--- config.mk ---
export PLATFORM = sky130hd
export DESIGN_NAME = uart_history_buffer_flat
export DESIGN_NICKNAME = d
export VERILOG_FILES = /design/src/rtl/uart_hist_if.sv /design/src/rtl/uart_history_buffer.sv /design/src/flat_wrapper.sv
export SDC_FILE = /design/constraint.sdc
export NUM_CORES = 1
export LEC_CHECK = 0
export CORE_MARGIN = 2
export CORE_UTILIZATION = 40
export CTS_CLUSTER_DIAMETER = 30
export CTS_CLUSTER_SIZE = 12
export DETAILED_ROUTE_END_ITERATION = 10
export DONT_BUFFER_PORTS = 1
export SYNTH_ARGS = -nofsm -noshare
export SYNTH_HDL_FRONTEND = slang
export SYNTH_SLANG_ARGS = --single-unit
--- constraint.sdc ---
create_clock -name clk -period 3.8 [get_ports clk]
set_input_delay 0.95 -clock clk [delete_from_list [all_inputs] [get_ports clk]]
set_output_delay 0.95 -clock clk [all_outputs]
set_load 0.02 [all_outputs]
--- src/rtl/uart_hist_if.sv ---
// uart_hist_if: bundles the MIO_BUS-side strobes and the history status/display
// outputs of uart_history_buffer.
//   master : drives wr_en, clr, overwrite, wr_data, rd_en; observes the rest
//   slave  : the history buffer itself
// The irq signal exists only when UART_HIST_IRQ_EN is defined.
interface uart_hist_if #(
    parameter int DATA_W = 8,
    parameter int DEPTH  = 8
);
    localparam int CW = $clog2(DEPTH) + 1;

    logic                    wr_en;
    logic                    clr;
    logic                    overwrite;
    logic [DATA_W-1:0]       wr_data;
    logic                    rd_en;
    logic [DATA_W-1:0]       rd_data;
    logic                    rd_valid;
    logic [CW-1:0]           count;
    logic                    empty;
    logic                    full;
    logic                    overflow;
    logic [DATA_W*DEPTH-1:0] display_data;
`ifdef UART_HIST_IRQ_EN
    logic                    irq;
`endif

    modport master (
        output wr_en, clr, overwrite, wr_data, rd_en,
        input  rd_data, rd_valid, count, empty, full, overflow, display_data
`ifdef UART_HIST_IRQ_EN
        , input irq
`endif
    );

    modport slave (
        input  wr_en, clr, overwrite, wr_data, rd_en,
        output rd_data, rd_valid, count, empty, full, overflow, display_data
`ifdef UART_HIST_IRQ_EN
        , output irq
`endif
    );
endinterface

--- src/rtl/uart_history_buffer.sv ---
// uart_history_buffer: circular history of DEPTH characters between MIO_BUS and
// the display path, with a CPU pop port, selectable overflow policy (overwrite
// oldest / drop newest), status flags and an oldest-first flat display vector.
// Ports:
//   clk   : system clock, rising edge
//   rst_n : asynchronous reset, active low
//   bus   : uart_hist_if.slave (write/clear/read strobes, status, display)
// Optional feature macro: UART_HIST_IRQ_EN adds a registered irq output that is
// high when the fill level reaches IRQ_LEVEL or overflow is set.
module uart_history_buffer #(
    parameter int                DATA_W = 8,
    parameter int                DEPTH  = 8,
    parameter logic [DATA_W-1:0] FILL   = DATA_W'(8'h20)
`ifdef UART_HIST_IRQ_EN
    , parameter int              IRQ_LEVEL = DEPTH - 1
`endif
) (
    input logic        clk,
    input logic        rst_n,
    uart_hist_if.slave bus
);
    localparam int PW = $clog2(DEPTH);
    localparam int CW = PW + 1;

    logic [DATA_W-1:0] mem_q [DEPTH];
    logic [DATA_W-1:0] mem_d [DEPTH];
    logic [PW-1:0]     wr_ptr_q, wr_ptr_d;
    logic [PW-1:0]     rd_ptr_q, rd_ptr_d;
    logic [CW-1:0]     count_q, count_d;
    logic [DATA_W-1:0] rd_data_q, rd_data_d;
    logic              rd_valid_q, rd_valid_d;
    logic              overflow_q, overflow_d;

    logic is_full, is_empty, rd_ok;

    assign is_full  = (count_q == CW'(DEPTH));
    assign is_empty = (count_q == '0);
    assign rd_ok    = bus.rd_en && !is_empty;

    always_comb begin
        mem_d      = mem_q;
        wr_ptr_d   = wr_ptr_q;
        rd_ptr_d   = rd_ptr_q;
        count_d    = count_q;
        rd_data_d  = rd_data_q;
        rd_valid_d = 1'b0;
        overflow_d = overflow_q;

        if (bus.clr) begin
            for (int i = 0; i < DEPTH; i++) mem_d[i] = FILL;
            wr_ptr_d   = '0;
            rd_ptr_d   = '0;
            count_d    = '0;
            overflow_d = 1'b0;
        end else if (bus.wr_en) begin
            if (rd_ok) begin
                // Simultaneous pop and push: when full the pop frees the slot the
                // push lands in, so this is not an overflow.
                rd_data_d        = mem_q[rd_ptr_q];
                rd_valid_d       = 1'b1;
                rd_ptr_d         = rd_ptr_q + PW'(1);
                mem_d[wr_ptr_q]  = bus.wr_data;
                wr_ptr_d         = wr_ptr_q + PW'(1);
            end else if (!is_full) begin
                mem_d[wr_ptr_q]  = bus.wr_data;
                wr_ptr_d         = wr_ptr_q + PW'(1);
                count_d          = count_q + CW'(1);
            end else if (bus.overwrite) begin
                mem_d[wr_ptr_q]  = bus.wr_data;
                wr_ptr_d         = wr_ptr_q + PW'(1);
                rd_ptr_d         = rd_ptr_q + PW'(1);
                overflow_d       = 1'b1;
            end else begin
                overflow_d       = 1'b1;
            end
        end else if (rd_ok) begin
            rd_data_d  = mem_q[rd_ptr_q];
            rd_valid_d = 1'b1;
            rd_ptr_d   = rd_ptr_q + PW'(1);
            count_d    = count_q - CW'(1);
        end
    end

    always_ff @(posedge clk or negedge rst_n) begin
        if (!rst_n) begin
            for (int i = 0; i < DEPTH; i++) mem_q[i] <= FILL;
            wr_ptr_q   <= '0;
            rd_ptr_q   <= '0;
            count_q    <= '0;
            rd_data_q  <= FILL;
            rd_valid_q <= 1'b0;
            overflow_q <= 1'b0;
        end else begin
            mem_q      <= mem_d;
            wr_ptr_q   <= wr_ptr_d;
            rd_ptr_q   <= rd_ptr_d;
            count_q    <= count_d;
            rd_data_q  <= rd_data_d;
            rd_valid_q <= rd_valid_d;
            overflow_q <= overflow_d;
        end
    end

`ifdef UART_HIST_IRQ_EN
    logic irq_q, irq_d;

    always_comb begin
        irq_d = ((count_d >= CW'(IRQ_LEVEL)) || overflow_d) && !bus.clr;
    end

    always_ff @(posedge clk or negedge rst_n) begin
        if (!rst_n) irq_q <= 1'b0;
        else        irq_q <= irq_d;
    end

    assign bus.irq = irq_q;
`endif

    // Slot 0 (MSBs) is the oldest entry; slots beyond the fill level show FILL.
    logic [DATA_W*DEPTH-1:0] disp;
    logic [PW-1:0]           idx;

    always_comb begin
        disp = '0;
        idx  = '0;
        for (int i = 0; i < DEPTH; i++) begin
            idx = rd_ptr_q + PW'(i);
            disp[DATA_W*(DEPTH-1-i) +: DATA_W] = (CW'(i) < count_q) ? mem_q[idx] : FILL;
        end
    end

    assign bus.rd_data      = rd_data_q;
    assign bus.rd_valid     = rd_valid_q;
    assign bus.count        = count_q;
    assign bus.empty        = is_empty;
    assign bus.full         = is_full;
    assign bus.overflow     = overflow_q;
    assign bus.display_data = disp;
endmodule
--- src/flat_wrapper.sv ---
// flat-port wrapper written by rule: the top's interface ports become plain ports
module uart_history_buffer_flat 
#(
    parameter int                DATA_W = 8,
    parameter int                DEPTH  = 8,
    parameter logic [DATA_W-1:0] FILL   = DATA_W'(8'h20)

)
  (clk, rst_n, bus_wr_en, bus_clr, bus_overwrite, bus_wr_data, bus_rd_en, bus_rd_data, bus_rd_valid, bus_count, bus_empty, bus_full, bus_overflow, bus_display_data);
  uart_hist_if #(.DATA_W(DATA_W), .DEPTH(DEPTH)) bus_i ();
  input logic clk;
  input logic rst_n;
  input wire logic [$bits(bus_i.wr_en)-1:0] bus_wr_en;
  input wire logic [$bits(bus_i.clr)-1:0] bus_clr;
  input wire logic [$bits(bus_i.overwrite)-1:0] bus_overwrite;
  input wire logic [$bits(bus_i.wr_data)-1:0] bus_wr_data;
  input wire logic [$bits(bus_i.rd_en)-1:0] bus_rd_en;
  output wire logic [$bits(bus_i.rd_data)-1:0] bus_rd_data;
  output wire logic [$bits(bus_i.rd_valid)-1:0] bus_rd_valid;
  output wire logic [$bits(bus_i.count)-1:0] bus_count;
  output wire logic [$bits(bus_i.empty)-1:0] bus_empty;
  output wire logic [$bits(bus_i.full)-1:0] bus_full;
  output wire logic [$bits(bus_i.overflow)-1:0] bus_overflow;
  output wire logic [$bits(bus_i.display_data)-1:0] bus_display_data;
  assign bus_i.wr_en = bus_wr_en;
  assign bus_i.clr = bus_clr;
  assign bus_i.overwrite = bus_overwrite;
  assign bus_i.wr_data = bus_wr_data;
  assign bus_i.rd_en = bus_rd_en;
  assign bus_rd_data = bus_i.rd_data;
  assign bus_rd_valid = bus_i.rd_valid;
  assign bus_count = bus_i.count;
  assign bus_empty = bus_i.empty;
  assign bus_full = bus_i.full;
  assign bus_overflow = bus_i.overflow;
  assign bus_display_data = bus_i.display_data;
  uart_history_buffer #(.DATA_W(DATA_W), .DEPTH(DEPTH), .FILL(FILL)) u_core (.clk(clk), .rst_n(rst_n), .bus(bus_i));
endmodule
; ---- Word-level counts from Yosys, hierarchy flattened
; Cells that the tools add are included.
[totals]
register_bits = 84
input_bits = 14
output_inout_bits = 80
wordCells = 133
[classes]
add_sub_neg = 10
n_lt_le_gt_ge = 18
eq_ne = 5
muxes = 62
bitwise_logic = 10
reduce_logical = 14
[op_table]
columns = operator, count
row1 = $mux W64, 5
row2 = $mux W8, 25
row3 = $bmux W8 S3, 8
row4 = $bwmux W64, 1
row5 = $ge A4 B4 Y1 const B, 9
row6 = $not A3 Y4, 9
row7 = $mux W3, 11
row8 = $demux W8 S3, 1
row9 = $mux W4, 5
row10 = $lt A3 B4 Y1 const A, 4
row11 = $add A3 B3 Y3 const B, 4
row12 = $reduce_and A3 Y1, 3
row13 = $reduce_bool A3 Y1, 3
row14 = $lt A1 B4 Y1 const A, 2
row15 = $lt A2 B4 Y1 const A, 2
row16 = $add A3 B1 Y3 const B, 2
row17 = $add A3 B2 Y3 const B, 2
row18 = $mux W1, 6
row19 = $add A4 B1 Y4 const B, 1
row20 = $eq A4 B4 Y1 const B, 1
row21 = $logic_not A4 Y1, 1
row22 = $lt A4 B1 Y1 const B, 1
row23 = $ne A4 B3 Y1 const B, 1
row24 = $reduce_and A2 Y1, 2
row25 = other kinds (8), 10

; ---- Logic depth before layout (Yosys ltp)
; Gate-level depths: netlist (run 1).
[depth]
word_depth = 11
mapped_depth = 11
depth_no_buf = 7

; ---- Least setup slack after synthesis (run 1)
; No wires, ideal clock.
[synth_path]
kind = register to output
startpoint = register u_core.rd_ptr_q[0]
endpoint = output port bus_display_data[4]
arrival_ns = 2.753
required_time_ns = 2.850
setup_slack_ns = 0.097
stages_incl_launch_ff = 12
path_buffers = 6
cell_sequence = dfrtp_1 buf_4 buf_2 buf_2 inv_1 ha_1 buf_2 buf_2 buf_2 mux4_2 nand2_1 a21boi_0
[synth_via]
elab_chain_len = 6
[synth_rtl]
columns = item, line_no
row1 = from (decl), uart_history_buffer.sv:28  ; logic [PW-1:0] rd_ptr_q, rd_ptr_d;
row2 = from (signal assigned), uart_history_buffer.sv:96  ; rd_ptr_q <= rd_ptr_d;
row3 = $add A3 B3 Y3, uart_history_buffer.sv:127  ; idx = rd_ptr_q + PW'(i);
row4 = $not A3 Y4 (implied by the code), uart_history_buffer.sv:128  ; disp[DATA_W*(DEPTH-1-i) +: DATA_W] = (CW'(i) < count_q) ? mem_q[idx] : FILL;
row5 = $bmux W8 S3, uart_history_buffer.sv:128
row6 = $mux W8 (implied by the code) (2 in a row), uart_history_buffer.sv:128
row7 = $mux W8, uart_history_buffer.sv:128
row8 = to (decl), flat_wrapper.sv:24  ; output wire logic [$bits(bus_i.display_data)-1:0] bus_display_data;
; Every way passes these cells. The select of a mux whose other input is x is not followed.

; ---- Final worst setup path (run 1)
[layout_path]
startpoint = register u_core.rd_ptr_q[0]
endpoint = output port bus_display_data[17]
; Same word-level chain as after synthesis.

==> key figures, run 1 <==
Outcome
  – Outcome: completed

Timing
  – Max frequency: 0.2758 GHz
  – Final worst path period need: roughly 3600 ps
  – Final hold viol count: 0
  – Worst slew pin tran: 1100 ps
  – Slew Viols, Final: 0
  – Final setup fails: 0
  – Clock Skew: 12.72 ps
  – RSZ-0062 raised after global routing: false
  – Final period util: between 90 and 100%
  – Post-route setup TNS: 0 ps
  – Slew headroom: 26.12%

Setup path
  – Endpoint class of the critical path: output pin
  – CP max stage cell: xnor2_1
  – CP max stage delay: 870 ps
  – CP cell instances: ha_1 > xnor2_1 > buf_4 > nand2_1 > a21oi_1 > buf_4
  – Critical path's most frequent cell: buf_4
  – Startpoint types: register
  – CP Max Fanout: 11
  – Type of the worst setup path: reg2out
  – Critical Path AT: around 2700 ps
  – Worst r2r path cells: 7
  – CP Data Required Time: 2850 ps

Clock network
  – Cts hold-fix bufs: 0
  – TritonCTS clock tree: done
  – CTS clk-pin slew, worst paths: 60 ps
  – Clock Latency Late Sink: roughly 360 ps
  – Num CTS Buffers: 9
  – Post-CTS Setup Bufs: 0
  – Root Driver: clkbuf_16
  – Bufs on Longest Clock Path: 2
  – Post-CTS sizing: 0
  – CTS sink count: 84
  – Max H-tree Level: 3

Yosys
  – Adder-cell share of the synthesized area: 1.338%
  – Sequential-to-total area share from yosys stat: 32.28%
  – Synth Register Bits: 84
  – Most common cell in the synthesized netlist: nand2_1
  – Synth Area in Compound Gates: between 10 and 15%
  – Mapped cell area: about 6500 um2
  – Area contributors post-synth: dfrtp_1 29%, mux2i_1 17%, mux4_2 16%, nand2_1 7.1%, nor2_1 4.4%
  – Asr flop ratio synth: 100.0%
  – Yosys cell types: 51
  – Multiplexer area fraction after synthesis: 33.02%
  – Syn_area_per_cell: 9.686 um2
  – Area share of the largest cell type after synthesis: 28.66%
  – Post-synth top cells: 123 x nand2_1, 108 x mux2i_1, 77 x nor2_1
  – Largest family of logic cells by synthesized area: multiplexers
  – Cell taking the most area after synthesis: dfrtp_1
  – Synth Area in XOR/XNOR: 1.338%
  – Syn. warnings: 0
  – Post-Syn Nets: about 700
  – Post-Synth Simple-Gate Area: 16.15%
  – Number of synthesized flops with an enable pin: 0
  – Top_reg_cell synth: dfrtp_1
  – Synthesized instance count: around 680

Detailed routing
  – 1st-pass router iterations: 5
  – Vias per cell: about 6
  – Post-Route WL: 20.52 mm
  – DRT iter0 DRCs: 422
  – Number of remaining DRC errors: 0
  – Via count: 5,527
  – Wire length per cell: ~22 um
  – Final ANT Viol Nets: 0

Floorplan
  – Width of the die: 131.9 um
  – DIE HEIGHT: 131.9 um
  – Number of placed I/O pins: 94
  – Die Area: about 17,000 um2
  – Starting Density: 41.07%
  – Total core area: 15,940 um2
  – Rows: 46

Placement
  – Gp weighted congestion: 0.8858
  – Dpl cells: 905
  – Cell Area, Placed: 7071 um2
  – DP Wirelength: 14.04 mm
  – # port buffers: 0

Global routing
  – Grt ovf: 0
  – Largest net degree at the start of global routing: 85
  – Initial antenna violation count: 0
  – GRT Total Usage: around a quarter
  – Vias in the first global route: 5,482
  – First-pass GRT wire length: roughly 32 mm

Flow run
  – Max_cap viols: 0

Cells and area
  – Share of post-route cells with drive strength above 1: between 20 and 25%
  – Layout Area Growth over Synthesis: 13.30%
  – Nets: about 720
  – N_diodes: 0
  – Layout Cell Area excl Fill: ~7400 um2
  – Count of filler cells inserted in the layout: 1,520
  – Fin cells: 921

Pwr
  – Leakage Power: 2.845 nW
  – Power Density: slightly above 500 nW/um2
  – VDD IR max: 0.3362 mV

Hold path
  – Worst min-delay path class: in2async
[sequential cells by signal, summed over array words and instances, names as in the netlist]
signal               flops
u_core.bus.count         4
u_core.bus.overflow      1
u_core.bus.rd_data       8
u_core.bus.rd_valid      1
u_core.mem_q            64
u_core.rd_ptr_q          3
u_core.wr_ptr_q          3
[power breakdown]
part | total [mW] | switching (mW) | internal (mW)
logic | 1.58 | 1.02 | 0.565
clock network | 1.01 | 0.376 | 0.630
registers | 1.17 | 0.182 | 0.986
[per-stage QoR]
step,hold slack [ps],utilization (%),setup WS [ps],power [mW]
floorplan,511.3,-,96.77,2.301
global placement,532.8,44.35,522.2,2.710
detailed placement,553.4,44.35,451.3,2.747
CTS,281.0,46.47,50.65,3.757
global route,277.3,46.53,42.95,3.928
finish,292.2,46.53,174.6,3.755
[worst max-delay path: cells and delay by family, from the launching register on]
family	cells	cell delay, ps
compound gates	1	150
xor+xnor	1	870
fa+ha+maj	1	260
buf+inv	2	480
flops	1	490
simple gates	1	70
[path summary, 6_finish.rpt]
check	from	to	slack, ps
worst max register to register	u_core.bus.count[0]	u_core.mem_q[5]	1230
max in group asynchronous	rst_n	u_core.bus.rd_data[5]	3270
min in group clk	u_core.bus.rd_data[5]	u_core.bus.rd_data[5]	550
worst min-delay path	rst_n	u_core.mem_q[62]	290
worst max-delay path	u_core.rd_ptr_q[0]	bus_display_data[17]	170
worst min register to register	u_core.bus.rd_data[5]	u_core.bus.rd_data[5]	550
[routing by layer]
metal	wire length [um]	vias to the layer above	GRT usage, %
li1	-	2453	-
met1	8406	2783	31.61
met2	9625	252	36.78
met3	1809	39	6.651
met4	681	0	9.118
met5	0	-	0
[cell usage in the layout (no fill, tap or decap), types with 2 or more instances in the layout]
cell type	n
nand3_1	16
o211ai_1	5
nand2_1	123
nor2b_1	10
a21oi_1	48
dfstp_2	9
xor2_1	6
xnor2_1	3
nor2_1	77
inv_1	8
a21boi_0	7
nand3b_1	3
or3_1	2
clkbuf_16	9
mux4_2	46
mux2_2	3
buf_4	68
or4_1	2
a22oi_1	8
a211o_1	10
o21ai_0	13
clkbuf_8	3
a211oi_4	6
dfrtp_1	74
or2_2	2
bufinv_16	2
nand3b_2	2
ha_1	7
mux2i_1	108
[cell families after synthesis]
family | count (synthesis)
AND/OR/NAND/NOR | 246
flip-flops | 84
multiplexers | 158
AO/OA/AOI/OAI | 105
adder cells (fa/ha/maj) | 7
XOR/XNOR | 10
buffers and inverters | 66
[area by class of cell]
cell class	instances	area (um2)	area share, %
Clock buffer	13	270.3	3.643
Tap cell	216	270.3	3.643
Inverter	11	43.79	0.5903
Multi-Input combinational cell	526	4139	55.79
Timing Repair Buffer	68	510.5	6.881
Sequential cell	84	2117	28.54
Clock inverter	3	67.56	0.9108
No activity file was read; power rests on OpenSTA's default activity.
==> inputs of run 2 (changes only) <==
- ABC_AREA: default -> 1
==> key figures, run 2 <==
Floorplan
  – Number of placed I/O pins: 94 (unchanged)
  – Rows: 47 (+2.2%)
  – DIE HEIGHT: 133.2 um (+0.96%)
  – Width of the die: 133.2 um (+0.96%)
  – Die Area: 17,740 um2 (+1.9%)
  – Starting Density: 40.55% (-0.51 points)
  – Total core area: 16,470 um2 (+3.3%)

Timing
  – Final setup fails: 0 (unchanged)
  – RSZ-0062 raised after global routing: false
  – Worst slew pin tran: 922.2 ps (-178.0 ps)
  – Final worst path period need: 3633 ps (+7.364 ps)
  – Max frequency: 0.2753 GHz (-0.20%)
  – Clock Skew: 9.700 ps (-3.023 ps)
  – Slew headroom: 38.29% (+12 points)
  – Slew Viols, Final: 0 (unchanged)
  – Final period util: 95.60% (+0.19 points)
  – Post-route setup TNS: 0 ps (unchanged)
  – Final hold viol count: 0 (unchanged)

Yosys
  – Post-Synth Simple-Gate Area: 39.69% (+24 points)
  – Syn. warnings: 0 (unchanged)
  – Yosys cell types: 32 (-37%)
  – Mapped cell area: 6678 um2 (+2.0%)
  – Largest family of logic cells by synthesized area: simple AND/OR/NAND/NOR gates
  – Synthesized instance count: 1,020 (+51%)
  – Number of synthesized flops with an enable pin: 0 (unchanged)
  – Multiplexer area fraction after synthesis: 0.4497% (-33 points)
  – Synth Register Bits: 84 (unchanged)
  – Adder-cell share of the synthesized area: 1.312% (-0.026 points)
  – Area share of the largest cell type after synthesis: 28.11% (-0.56 points)
  – Syn_area_per_cell: 6.547 um2 (-32%)
  – Sequential-to-total area share from yosys stat: 31.65% (-0.63 points)
  – Synth Area in Compound Gates: 17.71% (+6.5 points)
  – Synth Area in XOR/XNOR: 1.162% (-0.18 points)
  – Asr flop ratio synth: 100.0% (unchanged)
  – Most common cell in the synthesized netlist: nand2_1
  – Cell taking the most area after synthesis: dfrtp_1
  – Post-synth top cells: 359 x nand2_1, 146 x nand3_1, 98 x o21ai_0
  – Post-Syn Nets: 1,041 (+49%)
  – Top_reg_cell synth: dfrtp_1
  – Area contributors post-synth: dfrtp_1 28%, nand2_1 20%, nand3_1 11%, o21ai_0 7.3%, o21ai_2 6.4%

Clock network
  – CTS sink count: 84 (unchanged)
  – CTS clk-pin slew, worst paths: 60 ps (about the same)
  – TritonCTS clock tree: done
  – Bufs on Longest Clock Path: 2 (unchanged)
  – Root Driver: clkbuf_16
  – Clock Latency Late Sink: 350 ps (about the same)
  – Post-CTS Setup Bufs: 0 (unchanged)
  – Num CTS Buffers: 9 (unchanged)
  – Cts hold-fix bufs: 0 (unchanged)
  – Max H-tree Level: 3 (unchanged)

Cells and area
  – Nets: 1,053 (+46%)
  – Layout Area Growth over Synthesis: 11.28%
  – Fin cells: 1,257 (+36%)
  – Final Util: 45.13% (-1.4 points)
  – Multi-input gate area: 4039 um2 (-2.4%)
  – Biggest register: u_core.mem_q
  – Most frequent cells in the layout: 359 x nand2_1, 146 x nand3_1, 98 x o21ai_0
  – Share of post-route cells with drive strength above 1: 15.62% (-7.2 points)
  – Commonest non-fill, non-tap cell in the layout: nand2_1
  – Sequential cell area: 2115 um2 (-0.12%)
  – Count of filler cells inserted in the layout: 1,771 (+17%)
  – Max reg flops: 64 (unchanged)
  – N_diodes: 0 (unchanged)

Setup path
  – Type of the worst setup path: reg2out
  – CP max stage delay: 660 ps (-210 ps)
  – Critical Path AT: 2680 ps (about the same)
  – CP max stage cell: o21ai_0
  – CP cell instances: inv_1 > buf_4 > o21ai_0 > o21ai_0 > nor2_1 > nor2_1 > buf_4
  – CP Max Fanout: 48 (+37)
  – CP Data Required Time: 2850 ps (about the same)
  – Endpoint class of the critical path: output pin
  – Startpoint types: register

Global routing
  – Vias in the first global route: 5,944 (+8.4%)
  – Largest net degree at the start of global routing: 85 (unchanged)
  – Initial antenna violation count: 0 (unchanged)
  – GRT Total Usage: 24.84% (+1.1 points)
  – First-pass GRT wire length: 34.25 mm (+7.9%)
  – Grt ovf: 0 (unchanged)

Detailed routing
  – Number of remaining DRC errors: 0 (unchanged)
  – 1st-pass router iterations: 6 (+1)
  – Wire length per cell: 17.38 um (-22%)
  – Via count: 6,692 (+21%)
  – Vias per cell: 5.324 (-11%)
  – DRT iter0 DRCs: 913 (+120%)
  – Final ANT Viol Nets: 0 (unchanged)
  – Post-Route WL: 21.84 mm (+6.4%)

Flow run
  – Max_cap viols: 0 (unchanged)

Pwr
  – Net Sw Power: 3.254 mW (+110%)
  – Internal: 2.761 mW (+27%)
  – VDD IR max: 0.3682 mV (+9.5%)
  – Sw Ratio: 54.10% (+12 points)
  – Power Density: 809.5 nW/um2 (+60%)
  – Logic pwr share: 64.4% (+22 points)
  – Leakage Power: 3.424 nW (+20%)
  – Sequential power share: 21.0% (-10 points)
  – Clk network pwr share: 14.6% (-12 points)
  – Power Total: 6.015 mW (+60%)

Placement
  – DP Wirelength: 16.37 mm (+17%)
  – Gp weighted congestion: 0.9087 (+2.6%)
  – # port buffers: 0 (unchanged)
  – Dpl cells: 1,241 (+37%)

Outcome
  – Outcome: completed

Hold path
  – Worst min-delay path class: in2async
## run 2: worst max-delay path, delay by kind of cell, from the launching register on
family                 cells  cell delay, ps
buffers and inverters      3             550
and+or+nand+nor            2             210
DFF                        1             600
AOI/OAI and AO/OA          2             960
## run 2: cell type report
type                            count  area share [%]
Clock inverter                      5          0.5725
Multi-Input combinational cell    817           54.35
Clock buffer                       11           3.401
Inverter                           54           2.795
Tap cell                          220           3.704
Timing Repair Buffer               66           6.718
Sequential cell                    84           28.46
## run 2: power by group through the flow
| stage | clock [mW] | combinational [mW] | sequential, mW |
|---|---|---|---|
| CTS | 0.895 | 3.83 | 1.26 |
| detailed placement | 0 | 3.81 | 1.27 |
| floorplan | 0 | 2.80 | 1.21 |
| global route | 0.928 | 4.28 | 1.28 |
| finish | 0.879 | 3.87 | 1.26 |
| global placement | 0 | 3.81 | 1.27 |
## run 2: path summary, 6_finish.rpt
path,startpoint,endpoint,slack [ps],cells past startpoint
worst max register to register,u_core.rd_ptr_q[0],u_core.bus.rd_data[3],1480,8
worst min register to register,u_core.mem_q[32],u_core.mem_q[32],480,2
max in group asynchronous,rst_n,u_core.mem_q[13],3280,0
worst min-delay path,rst_n,u_core.bus.count[2],290,0
min in group clk,u_core.mem_q[32],u_core.mem_q[32],480,2
worst max-delay path,u_core.rd_ptr_q[0],bus_display_data[43],170,7
## run 2: timing repair
item,CTS,global route
setup endpoints to repair,5,5
resized for setup,1,3
cloned,0,0
## run 2: cell families (layout without fill, tap and decap cells)
family	count (synthesis)	after routing
adders and majority gates	7	7
buffers and inverters	119	136
and+or+nand+nor	611	611
muxes	3	3
DFF	84	84
xor gates and xnor gates	5	5
AOI/OAI and AO/OA	191	191
## run 2: layer usage
layer  global-route usage [%]  vias up  part of all wire [%]
li1                         -     3361                     -
met1                    36.37     3067                    47
met2                    37.85      237                    44
met3                    4.680       27                   7.5
met4                    6.265        0                   1.5
met5                        0        -                     0
## run 2: metrics by stage
stage / area [um2] / setup WS (ps) / hold slack, ps
floorplan: 6678 / 617.9 / 451.1
global placement: 7116 / 422.9 / 465.4
detailed placement: 7116 / 358.2 / 468.3
CTS: 7412 / 210.9 / 280.3
global route: 7431 / 5.757 / 279.5
finish: 7431 / 167.3 / 294.3
